[src/rtl/lc3b_fetch_ctrl.sv]
// lc3b_fetch_ctrl: LC-3b instruction-cycle sequencer (fetch, decode, execute handshake, halt/fault, retire count)
module lc3b_fetch_ctrl #(
  parameter int          MEM_WAIT_MAX = 16,
  parameter logic [7:0]  HALT_VECTOR  = 8'h25
) (
  input  logic        clock_50,
  input  logic        reset_n,
  input  logic        run,
  input  logic        mem_ready,
  input  logic [15:0] ir_in,
  input  logic        exec_done,
  output logic        gate_pc,
  output logic        ld_mar,
  output logic        ld_pc,
  output logic        mem_en,
  output logic        ld_mdr,
  output logic        ld_ir,
  output logic        exec_start,
  output logic [3:0]  opcode,
  output logic [15:0] instr_count,
  output logic        halted,
  output logic        fault
);
  typedef enum logic [2:0] {IDLE, F1, F2, F3, DEC, EXEC, HALT, FAULT} state_t;
  localparam logic [7:0] WAIT_MAX = 8'(MEM_WAIT_MAX);
  state_t     state;
  logic [7:0] wait_cnt;
  logic       is_halt, is_rsvd;
  assign is_halt    = ir_in[15:12] == 4'hF && ir_in[7:0] == HALT_VECTOR;
  assign is_rsvd    = ir_in[15:13] == 3'b101;
  assign gate_pc    = state == F1;
  assign ld_mar     = state == F1;
  assign ld_pc      = state == F1;
  assign mem_en     = state == F2;
  assign ld_mdr     = state == F2 && mem_ready;
  assign ld_ir      = state == F3;
  assign exec_start = state == DEC && !is_halt && !is_rsvd;
  assign halted     = state == HALT;
  assign fault      = state == FAULT;
  always_ff @(posedge clock_50 or negedge reset_n) begin
    if (!reset_n) begin
      state       <= IDLE;
      wait_cnt    <= '0;
      opcode      <= '0;
      instr_count <= '0;
    end else begin
      case (state)
        IDLE: state <= run ? F1 : IDLE;
        F1: begin
          wait_cnt <= '0;
          state    <= F2;
        end
        F2: begin
          if (mem_ready) state <= F3;
          else begin
            wait_cnt <= wait_cnt + 8'd1;
            if (wait_cnt + 8'd1 == WAIT_MAX) state <= FAULT;
          end
        end
        F3: state <= DEC;
        DEC: begin
          opcode <= ir_in[15:12];
          state  <= is_halt ? HALT : is_rsvd ? FAULT : EXEC;
        end
        EXEC: begin
          if (exec_done) begin
            instr_count <= instr_count + 16'd1;
            state       <= run ? F1 : IDLE;
          end
        end
        default: state <= state;
      endcase
    end
  end
endmodule

[config.mk]
export PLATFORM = sky130hd
export DESIGN_NAME = lc3b_fetch_ctrl
export DESIGN_NICKNAME = d
export VERILOG_FILES = /design/src/rtl/lc3b_fetch_ctrl.sv
export SDC_FILE = /design/constraint.sdc
export NUM_CORES = 1
export LEC_CHECK = 0
export ABC_AREA = 1
export CORE_ASPECT_RATIO = 1.75
export CORE_MARGIN = 10
export CORE_UTILIZATION = 43
export DETAILED_ROUTE_END_ITERATION = 10
export HOLD_SLACK_MARGIN = 0.06
export PLACE_DENSITY_LB_ADDON = 0.12
export SLEW_MARGIN = 25
export SYNTH_ARGS = -nofsm -noshare
export SYNTH_HDL_FRONTEND = slang
export SYNTH_SLANG_ARGS = --single-unit
[constraint.sdc]
create_clock -name clock_50 -period 1.6 [get_ports clock_50]
set_clock_uncertainty 0.15 [all_clocks]
set_input_delay 0.32 -clock clock_50 [delete_from_list [all_inputs] [get_ports clock_50]]
set_output_delay 0.32 -clock clock_50 [all_outputs]
set_load 0.01 [all_outputs]
==> results by stage <==
Outcome:
- The flow ran to the end, but the final reports show violations.
- The checks that failed: negative setup slack.

Global routing:
- The via count of the first global-routing pass is 1975.
- The first global-routing pass estimated 8.314 mm of wire.
- The maximum number of pins on one net before global-route repair is 32.
- The initial antenna violation count is 0.
- The remaining global-route overflow is 0.
- The combined global-route utilization of all metal layers is 14.38%.

Pwr:
- The analysis attributes to cell leakage a power of 1.548 nW.
- The cell area power density is 1188 mW/mm2.
- The worst-case IR drop observed on VDD is 0.001188 V.

STA:
- Setup slack on the critical path of the routed design comes to -82.96 ps.
- Headroom to the max-slew limit came out at 79.16%.
- Setup repair after global routing could not meet its margin everywhere.
- The final number of max-transition violations is 0.
- Setup violations remaining at the end of the flow were counted as 11.
- The worst path uses 105.2% of the clock period.
- The worst path in the final design needs a cycle of 1683 ps, including I/O delays and setup.
- Final hold analysis gives a worst-case slack of 267.8 ps.
- At the pin with the least slew margin, the transition time is 309.4 ps.
- The hold violation count in the final report is 0.
- Timing would allow up to 0.5942 GHz.

CTS:
- The TritonCTS sink count is 31.
- The clock passes through at most 2 buffers.
- The CTS tree is done.
- The root buffer cell is clkbuf_8.
- The worst-skew pair later-pin latency is 280 ps.
- Clock-pin slew was measured on the worst setup and hold paths at 60 ps.
- The clock tree synthesis step divided the H-tree into 2 levels.
- The number of buffers inserted during clock tree synthesis is 5.
- The count of hold-fix buffers inserted at cts is 0.

Die:
- 50 I/O pins were placed.
- The chip height is 105.1 um.
- The area of the core region is 0.003941 mm2.
- The floorplan die area is 0.007208 mm2.
- The die is 68.61 um wide.
- The number of core rows is 30.
- The initial core utilization is 45.11%.

Detailed routing:
- The residual DRC count is 0.
- The first routing iteration left 87 violations.
- Using the TritonRoute via totals, the vias-per-cell ratio works out to 5.024.
- The per-cell routed wire length is 14.03 um.
- The final wirelength is 5.247 mm.
- The count of vias placed by the detailed router is 1879.
- The remaining antenna violation count after routing is 0.
- The number of detailed-route iterations in the first pass is 4.

Setup path:
- STA puts the critical path data arrival time at 1210 ps.
- The startpoint-to-endpoint class of the critical path is flip-flop to output port.
- The minimum setup slack among reg-to-reg paths is -30 ps.
- STA classifies the critical path startpoint as a flip-flop.
- The worst register-to-register path ends at state[1]$_DFFE_PN0P_.
- The required arrival time at the worst endpoint is 1130 ps.
- The worst setup path is captured at an output port.
- The number of cells on the worst reg-to-reg path is 11.
- The maximum fanout count along the critical path is 3.
- The startpoint of the lowest-slack register-to-register path is wait_cnt[1]$_DFFE_PN0P_.
- In this run the worst setup path begins at state[0]$_DFFE_PN0P_.
- The most critical setup path has its endpoint at exec_start.

Run:
- The max-cap violation count is 0.

Placement:
- The port buffer count is 45.
- The pre-CTS worst setup slack is -636.2 ps.
- The placer congestion estimate is 0.8360.
- The area of placed instances is 0.002516 mm2.
- The HPWL after detailed placement is 3.700 mm.

Finish:
- The fraction of final layout cells with drive strength greater than 1 is 40.18%.
- The net count of the finished layout is 349.
- After filler insertion, the fill cell instance count of the layout stands at 296.
- The synthesis-to-finish area growth is 65.80%.
- The finished cells cover 0.002948 mm2.
- 0 antenna diodes ended up in the layout.

Yosys:
- By area the synthesized netlist is led by dfrtp_1, nand2_1, inv_1, nand3_1, xor2_1.
- The distinct cell type count of the synthesized netlist is 30.
- The count of warnings emitted by yosys is 0.
- The top cell type by total area after synthesis is dfrtp_1.
- Summing the sequential cell areas from Yosys gives 43.63% of the chip area.
- The number of cells produced by synthesis is 225.
- The most instantiated flip-flop cell in the synthesis netlist is dfrtp_1.
- The area share of the leading cell type in the synthesized netlist is 43.63%.
- Dividing the synthesized area by the synthesized cell count gives 7.902 um2.
- Of all flip-flops after synthesis, the portion carrying an async set or reset was 100.0%.
- Counting every net in the synthesized netlist gives 248.
- The post-synth design cell area is 0.001778 mm2.
- The register bit count reported by yosys is 31.
- Yosys mapped a number of flops with a built-in enable equal to 0.

Min path:
- The path class of the lowest-slack min-delay path is primary input to async pin.
## cell usage in the layout (no fill, tap or decap), types with 2 or more instances in the layout
cell type        count
a21oi_1              2
buf_2                3
buf_4               41
buf_6               16
clkbuf_1             2
clkbuf_8             5
clkdlybuf4s15_1      2
clkdlybuf4s50_1      4
dfrtp_1             25
dfrtp_2              6
dlygate4sd2_1       30
inv_1               22
inv_2                8
nand2_1             51
nand2_2             12
nand2_4              6
nand3_1             12
nand3_2              5
nand3_4              3
nand4_1              7
nor2_1               6
nor2_2               7
nor2_4               5
nor3_2               5
o21ai_0             11
o21ai_1              4
xnor2_1              5
xor2_1               8
## worst max-delay path, stage by stage, from the launching register on
cell and delay [ps]:
dfrtp_1 420, inv_2 130, nand3_2 110, nor2_2 120, buf_2 150
## kinds of logic (layout without fill, tap and decap cells)
group	Yosys count	in the layout	synth area share (%)
adder cells (fa/ha/maj)	2	2	1.407
AND/OR/NAND/NOR	125	125	34.62
AO/OA/AOI/OAI	20	20	5.912
flip-flops	31	31	43.63
buffers and inverters	34	135	8.022
XOR/XNOR	13	13	6.404
## report_power, final
group          internal [mW]  total [mW]  switching (mW)
registers              0.954        1.11           0.158
clock network          0.299       0.563           0.264
logic                  0.893        1.83           0.936
total                   2.15        3.50            1.36
## cell usage after synthesis (2+ instances only)
cell type and n:
xor2_1 8, nand2_2 3, buf_4 2, nand2_1 66, nor2_4 2, nand3_2 2
nor2_1 15, inv_1 30, nor3_1 5, dfrtp_1 31, o21ai_0 13, xnor2_1 5
a21oi_1 2, nand4_1 7, nand3_1 17, ha_1 2, o21ai_1 2
## flip-flops by register name, summed over array words and instances (netlist names)
| signal | cells |
|---|---|
| instr_count | 16 |
| opcode | 4 |
| state | 3 |
| wait_cnt | 8 |
## through the flow
| step | power, mW | utilization (%) | std cells | TNS, ps |
|---|---|---|---|---|
| after detailed placement | 2.553 | 63.84 | 347 | -4898 |
| after CTS | 3.162 | 68.22 | 364 | -120.7 |
| after floorplan | 1.766 | - | 225 | 0 |
| after global routing | 3.758 | 74.79 | 374 | -1548 |
| final | 3.503 | 74.79 | 374 | -267.7 |
| after global placement | 2.526 | 63.84 | 347 | -4271 |
## how the worst min path moves through the flow
stage,slack (ps),from,endpoint,depth (start not counted)
final,270,reset_n,instr_count[9]$_DFFE_PN0P_,2
after global routing,280,reset_n,wait_cnt[4]$_DFFE_PN0P_,2
after CTS,270,reset_n,wait_cnt[4]$_DFFE_PN0P_,2
after detailed placement,320,opcode[3]$_DFFE_PN0P_,opcode[3]$_DFFE_PN0P_,2
after global placement,320,opcode[0]$_DFFE_PN0P_,opcode[0]$_DFFE_PN0P_,2
after floorplan,-130,reset_n,instr_count[0]$_DFFE_PN0P_,0
## cell type report
| cell class | instances | area, um2 | area share (%) |
|---|---|---|---|
| multi-input combinational | 160 | 1064 | 36.08 |
| inverter | 31 | 118.9 | 4.032 |
| timing repair buffer | 97 | 845.8 | 28.69 |
| sequential | 31 | 783.3 | 26.57 |
| tap | 48 | 60.06 | 2.037 |
| clock buffer | 7 | 76.32 | 2.589 |
## repair_timing
action / CTS / global route
pin swaps: 18 / 20
cloned: 0 / 0
gates resized for setup: 101 / 51
setup buffers: 10 / 10
setup endpoints to repair: 36 / 25
## per-layer routing
| layer | GRT usage, % | part of all wire (%) | wire [um] |
|---|---|---|---|
| met1 | 13.24 | 33 | 1734 |
| met2 | 25.96 | 56 | 2935 |
| met3 | 4.706 | 8.6 | 450 |
| met4 | 7.370 | 2.4 | 127 |
| met5 | 0 | 0 | 0 |
(Power assumes the default switching activity.)
